**src/rtl/inst_rom_arbiter_if.sv**
```systemverilog
// Bundle of every bus signal between the IF stage, the debug/loader master, the ROM and the arbiter.
// Handshake: a requester raises *_req with a stable *_addr and holds both until the same-cycle *_gnt;
// each grant yields exactly one *_rvalid pulse on the following clock edge, carrying *_rdata.
interface inst_rom_arbiter_if #(
  parameter int ADDR_W = 32,
  parameter int DATA_W = 32
);
  logic              if_req;
  logic [ADDR_W-1:0] if_addr;
  logic              if_gnt;
  logic              if_rvalid;
  logic [DATA_W-1:0] if_rdata;
  logic              stallreq_if;
  logic              dbg_req;
  logic [ADDR_W-1:0] dbg_addr;
  logic              dbg_lock;
  logic              dbg_gnt;
  logic              dbg_rvalid;
  logic [DATA_W-1:0] dbg_rdata;
  logic              dbg_err;
  logic              rom_ce;
  logic [ADDR_W-1:0] rom_addr;
  logic [DATA_W-1:0] rom_inst;
  logic              arb_state;  // 0 = ARB, 1 = DLOCK

  modport slave (
    input  if_req, if_addr, dbg_req, dbg_addr, dbg_lock, rom_inst,
    output if_gnt, if_rvalid, if_rdata, stallreq_if,
           dbg_gnt, dbg_rvalid, dbg_rdata, dbg_err,
           rom_ce, rom_addr, arb_state
  );

  modport master (
    output if_req, if_addr, dbg_req, dbg_addr, dbg_lock, rom_inst,
    input  if_gnt, if_rvalid, if_rdata, stallreq_if,
           dbg_gnt, dbg_rvalid, dbg_rdata, dbg_err,
           rom_ce, rom_addr, arb_state
  );
endinterface

```
**src/rtl/inst_rom_arbiter.sv**
```systemverilog
// Arbitrates the single-port instruction ROM between the IF stage and a debug/loader master,
// with IF priority, an aging counter against debug starvation and bounded debug lock bursts.
module inst_rom_arbiter #(
  parameter int ADDR_W     = 32,
  parameter int DATA_W     = 32,
  parameter int STARVE_MAX = 8,
  parameter int LOCK_MAX   = 4
) (
  input logic               clk,
  input logic               rst,
  inst_rom_arbiter_if.slave bus
);
  localparam int WC_W = $clog2(STARVE_MAX + 1);
  localparam int LC_W = $clog2(LOCK_MAX + 1);
  // A burst of one grant is just a normal grant, so DLOCK is only entered when LOCK_MAX allows more.
  localparam bit LOCK_EN = (LOCK_MAX > 1);

  typedef enum logic {ARB = 1'b0, DLOCK = 1'b1} state_t;

  state_t            state_q, state_d;
  logic [WC_W-1:0]   wait_cnt_q, wait_cnt_d;
  logic [LC_W-1:0]   lock_cnt_q, lock_cnt_d;
  logic              if_rvalid_q, if_rvalid_d;
  logic [DATA_W-1:0] if_rdata_q, if_rdata_d;
  logic              dbg_rvalid_q, dbg_rvalid_d;
  logic [DATA_W-1:0] dbg_rdata_q, dbg_rdata_d;
  logic              dbg_err_q, dbg_err_d;
  logic              if_gnt, dbg_gnt;
  logic              unused_if_lo;

  always_ff @(posedge clk or posedge rst) begin
    if (rst) begin
      state_q      <= ARB;
      wait_cnt_q   <= '0;
      lock_cnt_q   <= '0;
      if_rvalid_q  <= 1'b0;
      if_rdata_q   <= '0;
      dbg_rvalid_q <= 1'b0;
      dbg_rdata_q  <= '0;
      dbg_err_q    <= 1'b0;
    end else begin
      state_q      <= state_d;
      wait_cnt_q   <= wait_cnt_d;
      lock_cnt_q   <= lock_cnt_d;
      if_rvalid_q  <= if_rvalid_d;
      if_rdata_q   <= if_rdata_d;
      dbg_rvalid_q <= dbg_rvalid_d;
      dbg_rdata_q  <= dbg_rdata_d;
      dbg_err_q    <= dbg_err_d;
    end
  end

  // Grants are suppressed while rst is high so the ROM and requesters see an idle bus at once.
  always_comb begin
    dbg_gnt = 1'b0;
    if_gnt  = 1'b0;
    if (!rst) begin
      if (state_q == DLOCK) dbg_gnt = bus.dbg_req;
      else dbg_gnt = bus.dbg_req && (!bus.if_req || wait_cnt_q == WC_W'(STARVE_MAX));
      if_gnt = bus.if_req && !dbg_gnt;
    end
  end

  always_comb begin
    state_d    = state_q;
    lock_cnt_d = lock_cnt_q;
    case (state_q)
      ARB: begin
        if (dbg_gnt && bus.dbg_lock && LOCK_EN) begin
          state_d    = DLOCK;
          lock_cnt_d = LC_W'(1);
        end
      end
      DLOCK: begin
        if (dbg_gnt) lock_cnt_d = lock_cnt_q + LC_W'(1);
        if (!dbg_gnt || !bus.dbg_lock || lock_cnt_d == LC_W'(LOCK_MAX)) begin
          state_d    = ARB;
          lock_cnt_d = '0;
        end
      end
      default: begin
        state_d    = ARB;
        lock_cnt_d = '0;
      end
    endcase

    wait_cnt_d = '0;
    if (bus.dbg_req && !dbg_gnt)
      wait_cnt_d = (wait_cnt_q == WC_W'(STARVE_MAX)) ? wait_cnt_q : wait_cnt_q + WC_W'(1);

    if_rvalid_d  = if_gnt;
    if_rdata_d   = if_gnt ? bus.rom_inst : if_rdata_q;
    dbg_rvalid_d = dbg_gnt;
    dbg_rdata_d  = dbg_gnt ? bus.rom_inst : dbg_rdata_q;
    dbg_err_d    = dbg_gnt && (bus.dbg_addr[1:0] != 2'b00);
  end

  assign bus.if_gnt      = if_gnt;
  assign bus.dbg_gnt     = dbg_gnt;
  assign bus.stallreq_if = bus.if_req && !if_gnt && !rst;
  assign bus.rom_ce      = if_gnt || dbg_gnt;
  assign bus.rom_addr    = dbg_gnt ? {bus.dbg_addr[ADDR_W-1:2], 2'b00} :
                           if_gnt  ? {bus.if_addr[ADDR_W-1:2], 2'b00}  : '0;
  assign bus.if_rvalid   = if_rvalid_q;
  assign bus.if_rdata    = if_rdata_q;
  assign bus.dbg_rvalid  = dbg_rvalid_q;
  assign bus.dbg_rdata   = dbg_rdata_q;
  assign bus.dbg_err     = dbg_err_q;
  assign bus.arb_state   = state_q;
  // IF fetch alignment is the pipeline's responsibility; its low address bits are dropped.
  assign unused_if_lo    = ^bus.if_addr[1:0];
endmodule

```
**src/flat_wrapper.sv**
```systemverilog
// flat-port wrapper written by rule: the top's interface ports become plain ports
module inst_rom_arbiter_flat 
#(
  parameter int ADDR_W     = 32,
  parameter int DATA_W     = 32,
  parameter int STARVE_MAX = 8,
  parameter int LOCK_MAX   = 4
)
  (clk, rst, bus_if_req, bus_if_addr, bus_dbg_req, bus_dbg_addr, bus_dbg_lock, bus_rom_inst, bus_if_gnt, bus_if_rvalid, bus_if_rdata, bus_stallreq_if, bus_dbg_gnt, bus_dbg_rvalid, bus_dbg_rdata, bus_dbg_err, bus_rom_ce, bus_rom_addr, bus_arb_state);
  inst_rom_arbiter_if #(.ADDR_W(ADDR_W), .DATA_W(DATA_W)) bus_i ();
  input logic clk;
  input logic rst;
  input wire logic [$bits(bus_i.if_req)-1:0] bus_if_req;
  input wire logic [$bits(bus_i.if_addr)-1:0] bus_if_addr;
  input wire logic [$bits(bus_i.dbg_req)-1:0] bus_dbg_req;
  input wire logic [$bits(bus_i.dbg_addr)-1:0] bus_dbg_addr;
  input wire logic [$bits(bus_i.dbg_lock)-1:0] bus_dbg_lock;
  input wire logic [$bits(bus_i.rom_inst)-1:0] bus_rom_inst;
  output wire logic [$bits(bus_i.if_gnt)-1:0] bus_if_gnt;
  output wire logic [$bits(bus_i.if_rvalid)-1:0] bus_if_rvalid;
  output wire logic [$bits(bus_i.if_rdata)-1:0] bus_if_rdata;
  output wire logic [$bits(bus_i.stallreq_if)-1:0] bus_stallreq_if;
  output wire logic [$bits(bus_i.dbg_gnt)-1:0] bus_dbg_gnt;
  output wire logic [$bits(bus_i.dbg_rvalid)-1:0] bus_dbg_rvalid;
  output wire logic [$bits(bus_i.dbg_rdata)-1:0] bus_dbg_rdata;
  output wire logic [$bits(bus_i.dbg_err)-1:0] bus_dbg_err;
  output wire logic [$bits(bus_i.rom_ce)-1:0] bus_rom_ce;
  output wire logic [$bits(bus_i.rom_addr)-1:0] bus_rom_addr;
  output wire logic [$bits(bus_i.arb_state)-1:0] bus_arb_state;
  assign bus_i.if_req = bus_if_req;
  assign bus_i.if_addr = bus_if_addr;
  assign bus_i.dbg_req = bus_dbg_req;
  assign bus_i.dbg_addr = bus_dbg_addr;
  assign bus_i.dbg_lock = bus_dbg_lock;
  assign bus_i.rom_inst = bus_rom_inst;
  assign bus_if_gnt = bus_i.if_gnt;
  assign bus_if_rvalid = bus_i.if_rvalid;
  assign bus_if_rdata = bus_i.if_rdata;
  assign bus_stallreq_if = bus_i.stallreq_if;
  assign bus_dbg_gnt = bus_i.dbg_gnt;
  assign bus_dbg_rvalid = bus_i.dbg_rvalid;
  assign bus_dbg_rdata = bus_i.dbg_rdata;
  assign bus_dbg_err = bus_i.dbg_err;
  assign bus_rom_ce = bus_i.rom_ce;
  assign bus_rom_addr = bus_i.rom_addr;
  assign bus_arb_state = bus_i.arb_state;
  inst_rom_arbiter #(.ADDR_W(ADDR_W), .DATA_W(DATA_W), .STARVE_MAX(STARVE_MAX), .LOCK_MAX(LOCK_MAX)) u_core (.clk(clk), .rst(rst), .bus(bus_i));
endmodule
```
**config.mk**
```make
export PLATFORM = sky130hd
export DESIGN_NAME = inst_rom_arbiter_flat
export DESIGN_NICKNAME = d
export VERILOG_FILES = /design/src/rtl/inst_rom_arbiter_if.sv /design/src/rtl/inst_rom_arbiter.sv /design/src/flat_wrapper.sv
export SDC_FILE = /design/constraint.sdc
export NUM_CORES = 1
export LEC_CHECK = 0
export BUFFER_PORTS_ARGS = -buffer_cell sky130_fd_sc_hd__buf_4
export CORE_MARGIN = 2
export CORE_UTILIZATION = 45
export CTS_CLUSTER_DIAMETER = 80
export DETAILED_ROUTE_END_ITERATION = 12
export GPL_TIMING_DRIVEN = 0
export PLACE_DENSITY = 0.8
export SLEW_MARGIN = 25
export SYNTH_ARGS = -nofsm -noshare
export SYNTH_HDL_FRONTEND = slang
export SYNTH_SLANG_ARGS = --single-unit
```
**constraint.sdc**
```tcl
create_clock -name clk -period 5.1 [get_ports clk]
set_clock_uncertainty 0.1 [all_clocks]
set_input_delay 0.765 -clock clk [delete_from_list [all_inputs] [get_ports clk]]
set_output_delay 0.765 -clock clk [all_outputs]
set_load 0.02 [all_outputs]
```
==> impl_metrics.toml <==
[clock_tree]
postCtsSetupRepairBufs = 0
clkTransAtPathRegs_ns = 0.07
clock-sinks = 75
cts_buffers = 9
htreeDepth = 3
cts_tree = "built"
clkLatencyLatePin_ns = 0.35
root_buffer = "clkbuf_8"
postCtsResizedCells = 0
clk_path_buf_depth = 2
hold_buffers = 0

[worst_setup_path]
reg2regPathDepth = 7
reg2reg_slack_ns = 2.90
critPathLaunchType = "flop"
rr_endpoint = "u_core.bus.dbg_rdata[0]$_DFFE_PP0P_"
worstSetupPathType = "flop to output pin"
end_kind = "output pin"
crit_path_max_fanout = 10
cp.arrival_ns = 2.48
r2r_start = "u_core.wait_cnt_q[0]$_DFFE_PP0P_"
crit_required_ns = 4.24

[synthesis]
yosysSeqAreaShare = 0.487
yosys_warnings = 0
synthFlopType = "dfrtp_1"
synth_edf_count = 0
synthTopCellsByArea = "dfrtp_1 49%, mux2_4 11%, mux2_2 10%, o2111ai_1 7.1%, o211ai_1 5.8%"
async_flop_share = 1.00
ys_top_cells_by_count = "75 x dfrtp_1, 35 x mux2_2, 31 x o2111ai_1"
synth_top_area_cell = "dfrtp_1"
ys_seq_elements = 75
synth_top_area_share = 0.487
synth.most_common_cell = "dfrtp_1"
syn_inst = 307
syn_area_per_cell_um2 = 12.5
syn-cell-area_um2 = 3850
netlist-cell-type-count = 34

[finish]
final_util = 0.694
layout-drive-gt1-share = 0.560
diodes = 0
final_cell_area_um2 = 5730
syn_to_final_growth_pct = 48.9
stdcell_count = 626
layout.nets = 621

[routing]
first_pass_iters = 4
first_iter_violations = 66
drt_wl_total_um = 11100
ant_nets = 0
wl_per_cell_um = 17.8
viasPerCell = 5.44
drc = 0
vias = 3403

[grt]
antenna_found_initial = 0
grt_overflow_total = 0
grt_pass1_wl_um = 16200
grt_use_total = 0.229
grt_max_degree = 47
grt_pass1_vias = 3350

[sta]
hold_viol_final = 0
period_needed_ns = 3.35
period_share = 0.657
fmax_ghz = 0.299
setup_viol = 0
grt_setup_unrepaired = "no"
maxSlewViolCount = 0
finalSetupTns_ns = 0

[floorplanning]
core_area_um2 = 8260
start_util = 0.466
io_pins = 205
rows = 33
dieArea_um2 = 9310
die_h_um = 96.5
die-width_um = 96.5

[place]
portBuffers = 197
dp_hpwl_um = 8560
place.gp.congestion = 0.740
placed_cell_area_um2 = 5490
dp.cells = 611

[run_status]
status = "completed"

[run]
maxCapViolCount = 0

[worst_hold_path]
min_from = "u_core.lock_cnt_q[0]$_DFFE_PP0P_"
hold_depth = 1
min_to = "u_core.lock_cnt_q[0]$_DFFE_PP0P_"
hold_path.class = "flop to flop"

[power]
p_leak_nw = 2.68
max-vdd-ir-drop_uv = 243
p_per_area_nw_per_um2 = 340
## cells by family after synthesis
logic type                 Yosys count  synth area share
and+or+nand+nor                     18            0.0299
muxes                               68             0.226
buffers and inverters               43            0.0591
adders and majority gates            3           0.00975
DFF                                 75             0.487
other                                1          0.000974
xor gates and xnor gates             4           0.00910
AOI/OAI and AO/OA                   95             0.178
## worst max-delay path by stage
stage	slack (ns)	from	to
after floorplan	1.02	rst	bus_if_gnt
after global placement	0.14	rst	bus_if_gnt
after detailed placement	1.96	bus_dbg_req	bus_stallreq_if
after CTS	1.78	u_core.wait_cnt_q[0]$_DFFE_PP0P_	bus_rom_addr[13]
after global routing	1.63	u_core.wait_cnt_q[0]$_DFFE_PP0P_	bus_rom_addr[13]
final	1.75	u_core.wait_cnt_q[0]$_DFFE_PP0P_	bus_rom_addr[13]
## metal layers
layer | up-vias | track usage | wire length (um)
li1 | 1577 | - | -
met1 | 1637 | 0.261 | 4160
met2 | 170 | 0.400 | 5540
met3 | 19 | 0.0706 | 1170
met4 | 0 | 0.0904 | 244
met5 | - | 0 | 0
## power breakdown
group          total [W]  internal, W  leakage (nW)  switching, W
clock           0.000548     0.000337         0.120      0.000211
combinational   0.000639     0.000326          1.66      0.000313
sequential      0.000761     0.000699         0.902     0.0000627
total            0.00195      0.00136          2.68      0.000587
## cell type report
class | count | area [um2]
multi-input cells | 190 | 1750
well taps | 105 | 131
plain buffers | 39 | 213
fillers | 603 | 2520
repair buffers | 198 | 1510
clock inverters | 4 | 98.8
flip-flops and latches | 75 | 1880
inverters | 4 | 17.5
clock buffers | 11 | 141
## flip-flops by register name, indices dropped and copies added, names as in the netlist
| signal | flops |
|---|---|
| u_core.bus.arb_state | 1 |
| u_core.bus.dbg_err | 1 |
| u_core.bus.dbg_rdata | 32 |
| u_core.bus.dbg_rvalid | 1 |
| u_core.bus.if_rdata | 32 |
| u_core.bus.if_rvalid | 1 |
| u_core.lock_cnt_q | 3 |
| u_core.wait_cnt_q | 4 |
## placed cells by master, fill, tap and decap left out, types with 2 or more instances in the layout
master / instances
xnor2_1: 2
buf_1: 4
xor2_1: 2
nand2b_1: 3
o2111ai_1: 31
bufinv_16: 3
ha_1: 3
nor2_1: 2
buf_6: 7
nand3b_1: 2
conb_1: 2
mux2_2: 35
mux2i_1: 4
a21oi_1: 30
clkbuf_1: 24
clkbuf_8: 10
buf_2: 2
nor3_1: 3
buf_4: 200
dfrtp_1: 75
mux2_4: 29
inv_1: 2
o211ai_1: 30
## stage by stage
step / total power (W) / hold slack (ns) / setup slack, ns
4_1_cts: 0.00196 / 0.403 / 1.78
2_1_floorplan: 0.00111 / 0.371 / 1.02
6_report: 0.00195 / 0.401 / 1.75
3_5_place_dp: 0.00141 / 0.394 / 1.96
5_1_grt: 0.00204 / 0.417 / 1.63
3_3_place_gp: 0.00139 / 0.380 / 0.138
## critical path, stage by stage (launching register included)
cell and delay (ns):
dfrtp_1 0.40, inv_1 0.09, ha_1 0.19, and3b_1 0.16
clkbuf_1 0.25, clkbuf_1 0.38, o211ai_1 0.13, a21oi_1 0.32
buf_4 0.21
(Power assumes the default switching activity.)
